===== src/rtl/div_seq_ctrl.sv =====
// ---------------------------------------------------------------------------
// div_seq_ctrl -- multi-cycle unsigned restoring divider.
//
// One dividend/divisor pair is latched on an accepted start. The block then
// steps a shared (N+1)-bit subtractor (NBitSub) once per clock for N
// iterations. Results are registered on the edge that enters DONE, and
// o_done pulses for one cycle.
//
// Optional feature macro: DIV_ZERO_DETECT_EN
//   defined   : a zero divisor finishes in one cycle and raises o_div_by_zero.
//   undefined : a zero divisor runs the full sequence, and o_div_by_zero is
//               tied 0.
//
// Ports
//   i_clk          rising-edge clock
//   i_rst_n        asynchronous active-low reset
//   i_start        division request, sampled only in IDLE
//   i_dividend[N]  unsigned dividend, sampled with i_start
//   i_divisor[N]   unsigned divisor, sampled with i_start
//   o_busy         high whenever the sequencer is not IDLE
//   o_done         one-cycle completion pulse; results are valid in this cycle
//   o_quotient[N]  registered quotient, held until the next completion
//   o_remainder[N] registered remainder, held until the next completion
//   o_div_by_zero  registered divide-by-zero flag
// ---------------------------------------------------------------------------

// (W)-bit two's-complement subtractor: a + ~b + 1. A carry-out of 1 means no
// borrow, i.e. a >= b.
module NBitSub #(
    parameter int W = 9
) (
    input  logic [W-1:0] i_a,
    input  logic [W-1:0] i_b,
    output logic [W-1:0] o_diff,
    output logic         o_cout
);
    assign {o_cout, o_diff} = {1'b0, i_a} + {1'b0, ~i_b} + {{W{1'b0}}, 1'b1};
endmodule

module div_seq_ctrl #(
    parameter int N = 8
) (
    input  logic         i_clk,
    input  logic         i_rst_n,
    input  logic         i_start,
    input  logic [N-1:0] i_dividend,
    input  logic [N-1:0] i_divisor,
    output logic         o_busy,
    output logic         o_done,
    output logic [N-1:0] o_quotient,
    output logic [N-1:0] o_remainder,
    output logic         o_div_by_zero
);
    localparam int CW = $clog2(N);

    typedef enum logic [1:0] {S_IDLE, S_RUN, S_DONE} state_t;

    state_t         r_state, w_state_nxt;
    logic [N-1:0]   r_q, r_d, r_quo, r_rem;
    logic [N:0]     r_r;
    logic [CW-1:0]  r_cnt;

    logic [N:0]     w_s, w_diff, w_r_nxt;
    logic [N-1:0]   w_q_nxt;
    logic           w_cout, w_last, w_zero;

    // The partial remainder shifts left and takes in the next dividend bit.
    // R[N] is always 0 after an update, so the bit shifted out carries no
    // information.
    assign w_s = (r_r << 1) | {{N{1'b0}}, r_q[N-1]};

    NBitSub #(.W(N+1)) u_sub (
        .i_a    (w_s),
        .i_b    ({1'b0, r_d}),
        .o_diff (w_diff),
        .o_cout (w_cout)
    );

    // Restoring step: keep the difference only when no borrow occurred.
    assign w_r_nxt = w_cout ? w_diff : w_s;
    assign w_q_nxt = {r_q[N-2:0], w_cout};
    assign w_last  = (r_cnt == CW'(N-1));
    assign w_zero  = (i_divisor == '0);

    always_ff @(posedge i_clk or negedge i_rst_n) begin
        if (!i_rst_n) r_state <= S_IDLE;
        else          r_state <= w_state_nxt;
    end

    always_comb begin
        w_state_nxt = r_state;
        case (r_state)
            S_IDLE: begin
                if (i_start) begin
`ifdef DIV_ZERO_DETECT_EN
                    w_state_nxt = w_zero ? S_DONE : S_RUN;
`else
                    w_state_nxt = S_RUN;
`endif
                end
            end
            S_RUN:   if (w_last) w_state_nxt = S_DONE;
            S_DONE:  w_state_nxt = S_IDLE;
            default: w_state_nxt = S_IDLE;
        endcase
    end

`ifdef DIV_ZERO_DETECT_EN
    logic r_dbz;
`endif

    always_ff @(posedge i_clk or negedge i_rst_n) begin
        if (!i_rst_n) begin
            r_q   <= '0;
            r_d   <= '0;
            r_r   <= '0;
            r_cnt <= '0;
            r_quo <= '0;
            r_rem <= '0;
`ifdef DIV_ZERO_DETECT_EN
            r_dbz <= 1'b0;
`endif
        end else begin
            case (r_state)
                S_IDLE: begin
                    if (i_start) begin
                        r_q   <= i_dividend;
                        r_d   <= i_divisor;
                        r_r   <= '0;
                        r_cnt <= '0;
`ifdef DIV_ZERO_DETECT_EN
                        // Short-circuit: publish the results directly on
                        // the edge that enters DONE.
                        if (w_zero) begin
                            r_quo <= '1;
                            r_rem <= i_dividend;
                            r_dbz <= 1'b1;
                        end
`endif
                    end
                end
                S_RUN: begin
                    r_r   <= w_r_nxt;
                    r_q   <= w_q_nxt;
                    r_cnt <= r_cnt + 1'b1;
                    // Publish on the last iteration so the results are
                    // visible in the DONE cycle.
                    if (w_last) begin
                        r_quo <= w_q_nxt;
                        r_rem <= N'(w_r_nxt);
`ifdef DIV_ZERO_DETECT_EN
                        r_dbz <= 1'b0;
`endif
                    end
                end
                default: ;
            endcase
        end
    end

    assign o_busy      = (r_state != S_IDLE);
    assign o_done      = (r_state == S_DONE);
    assign o_quotient  = r_quo;
    assign o_remainder = r_rem;
`ifdef DIV_ZERO_DETECT_EN
    assign o_div_by_zero = r_dbz;
`else
    assign o_div_by_zero = 1'b0;
`endif
endmodule

===== config.mk =====
export PLATFORM = sky130hd
export DESIGN_NAME = div_seq_ctrl
export DESIGN_NICKNAME = d
export VERILOG_FILES = /design/src/rtl/div_seq_ctrl.sv
export SDC_FILE = /design/constraint.sdc
export NUM_CORES = 1
export LEC_CHECK = 0
export ABC_AREA = 0
export ABC_CLOCK_PERIOD_IN_PS = 2100
export CAP_MARGIN = 40
export CORE_MARGIN = 3
export CORE_UTILIZATION = 40
export DETAILED_ROUTE_END_ITERATION = 16
export DONT_BUFFER_PORTS = 1
export MAX_ROUTING_LAYER = met4
export PLACE_DENSITY = 0.6
export SLEW_MARGIN = 20
export SYNTH_ARGS = -nofsm -noshare
export SYNTH_HDL_FRONTEND = slang
export SYNTH_HIERARCHICAL = 1
export SYNTH_SLANG_ARGS = --single-unit

===== constraint.sdc =====
create_clock -name i_clk -period 2.1 [get_ports i_clk]
set_input_delay 0.315 -clock i_clk [delete_from_list [all_inputs] [get_ports i_clk]]
set_output_delay 0.315 -clock i_clk [all_outputs]
set_load 0.005 [all_outputs]

==> results.md <==
- Average via count per standard cell: between 5 and 6
- Series of cell instances along the critical path: inv_2, ha_4, a21o_1, a21o_1, a21oi_2, o21ai_2, buf_6, mux2_4, mux2_4
- Sink Count: 45
- Place WS: -0.0439 ns
- Fin. Hold Viols: 0
- Dpl cell area: between 0.002 and 0.003 sq mm
- Number of I/O pins: 38
- Setup-violating endpoint count in the final report: 0
- Crit path launch type: flip-flop
- Cell area after technology mapping: 0.00236 sq mm
- Status: finished clean
- Std-Cell Rows: 27
- Slowest stage delay, CP: around 0.40 ns
- Final period utilization: around 99%
- H-tree lvl count: 2
- TritonCTS buffer count: 5
- Final period demand of the worst path: 2.07 ns
- Routed length per instance: about 16 um
- HPWL after detailed placement: roughly 3.2 mm
- Insertion delay of the later-clocked pin in the worst-skew pair: about 0.30 ns
- Horiz. Die Dim: between 80 and 90 um
- Layout net count: 244
- Arrival time reported for the critical path endpoint: ~2.3 ns
- Buffers on Ports: 0
- Master cell of the clock root buffer: clkbuf_8
- Max clock buf depth: 2
- Detailed router's first-iteration violation count: between 70 and 80
- Highest attainable clock frequency: between 400 and 500 MHz
- Final weighted congestion in routability-driven placement: roughly 0.8
- Max Cap Violations: 0
- Max IR drop VDD: 0.536 mV
- Overall routing resource usage: between 10% and 20%
- Power Dens Cells: 1750 mW/mm^2
- Biggest fanout along the worst timing path: 5
- Worst relative slew slack: roughly 59%
- Final global-route overflow total: 0
- Leakage power: approximately 1.3 nW
- First drt pass iteration count: 4
- Number of nets with antenna violations after routing: 0
- Global-route wire length before repair: between 7 and 8 mm
- Start-to-end type of the worst setup path: reg -> reg
- Proportion of layout cells with a drive suffix above 1: ~36%
- Die Area: approximately 0.0069 sq mm
- Initial antenna violation count: 0
- Number of buffers and inverters on the critical path: 2
- Core area: between 0.005 and 0.006 sq mm
- Endpoint required time on the critical path: ~2.3 ns
- Drt drc: 0
- Max stage delay cell, worst path: dfrtp_1
- Post-synthesis to final-layout area growth: 16.3%
- Post-Layout Inst Area: between 0.002 and 0.003 sq mm
- Detailed-route via count: around 1,500
- TritonCTS clock tree: yes
- Final WL: roughly 4.6 mm
- RSZ-0062 raised after global routing: yes
- Post-Syn Area per Cell: roughly 12 sq um
- Kind of cell adding the most delay to the critical path: compound AO/OA/AOI/OAI gates
- Final max-slew violation count: 0
- Fin Clk Skew: between 0.008 and 0.009 ns
- Post-CTS clock slew at the launch and capture registers of the worst setup and hold paths: approximately 0.08 ns
- Maximum number of pins on one net before global-route repair: between 40 and 50
- Min Hold Slack: 0.167 ns
- Post-Synthesis Cells: about 190
- Critical path capture point type: flip-flop
- Starting utilization of the core area: 42.0%
- Final critical-path setup slack: ~0.030 ns
- Worst hold-check path type: in -> reg
- Total number of yosys warnings: 6
- Antenna Diode Count: 0
- Transition time at the pin with the least slew margin: ~0.61 ns
- Die outline height: 82.8 um
- Vias in the first global route: 1,450
- FILL cells: 513
[worst reg2reg max path: stages (launching register included)]
cell and delay, ns:
dfrtp_1 0.40, inv_2 0.09, ha_4 0.19, a21o_1 0.15
a21o_1 0.18, a21oi_2 0.18, o21ai_2 0.08, buf_6 0.14
mux2_4 0.30, mux2_4 0.27
[layout make-up]
| cell class | count | area [sq um] | share of cell area (%) |
|---|---|---|---|
| Timing Repair Buffer | 24 | 206 | 7.53 |
| Inverter | 28 | 105 | 3.83 |
| Multi-Input combinational cell | 109 | 1120 | 41.0 |
| Tap cell | 72 | 90.1 | 3.29 |
| Sequential cell | 45 | 1130 | 41.1 |
| Clock inverter | 1 | 7.51 | 0.274 |
| Clock buffer | 6 | 82.6 | 3.01 |
[registers in the layout (all words and copies together) (netlist names)]
register     count
o_quotient       8
o_remainder      8
r_cnt            3
r_d              8
r_q              8
r_r              8
r_state          2
[per-layer routing]
metal / global-route usage, % / share of wire, % / up-vias / routed length [um]
li1: - / - / 706 / -
met1: 17.5 / 46 / 721 / 2120
met2: 21.9 / 48 / 30 / 2230
met3: 4.66 / 4.6 / 9 / 212
met4: 5.23 / 1.8 / 0 / 85
met5: - / 0 / - / 0
[cells in the final DEF, fill, tap and decap left out, types with 2 or more instances in the layout]
master,n
o21ai_1,2
o2bb2ai_1,3
a21oi_1,2
a22o_1,5
nand3b_1,2
inv_1,26
mux2_2,20
a21o_1,3
mux2i_1,4
nor3b_1,2
mux2_4,7
nand2_1,3
clkbuf_8,6
a221oi_1,5
a21oi_2,2
buf_4,21
inv_2,2
ha_1,8
xor2_1,2
o31ai_1,2
xnor2_1,4
ha_4,3
conb_1,2
a211oi_1,2
dfrtp_1,45
nor4b_1,8
[report_power, final]
group	internal, mW	switching, mW	total [mW]
Combinational	1.47	1.18	2.65
Sequential	1.29	0.318	1.60
Clock	0.260	0.281	0.541
Total	3.02	1.78	4.80
[repair_timing]
item | CTS | global route
hold buffers | 2 | 0
pin swaps | 4 | 4
resized for setup | 2 | 14
buffers inserted | 2 | 2
setup endpoints to repair | 9 | 15
hold endpoints to repair | 45 | 0
[path summary, 6_finish.rpt]
kind                               startpoint                    endpoint  slack [ns]  cells past startpoint
max                        r_d[1]$_DFFE_PN0P_  o_remainder[3]$_DFFE_PN0P_        0.03                      9
min                              i_divisor[7]          r_d[7]$_DFFE_PN0P_        0.17                      1
max reg2reg                r_d[1]$_DFFE_PN0P_  o_remainder[3]$_DFFE_PN0P_        0.03                      9
min in group asynchronous             i_rst_n  o_remainder[7]$_DFFE_PN0P_        0.53                      2
min reg2reg                r_q[6]$_DFFE_PN0P_   o_quotient[7]$_DFFE_PN0P_        0.51                      1
max in group asynchronous             i_rst_n   o_quotient[1]$_DFFE_PN0P_        1.37                      2
[through the flow]
stage                     TNS [ns]  power, mW  utilization (%)  cells
after floorplan                  0       3.29                -    193
after global placement     -0.0552       3.82             44.6    272
after detailed placement    -0.156       3.91             44.6    272
after CTS                        0       4.56             47.2    283
after global routing        -0.125       5.18             48.9    285
final                            0       4.80             48.9    285
(Power assumes the default switching activity.)
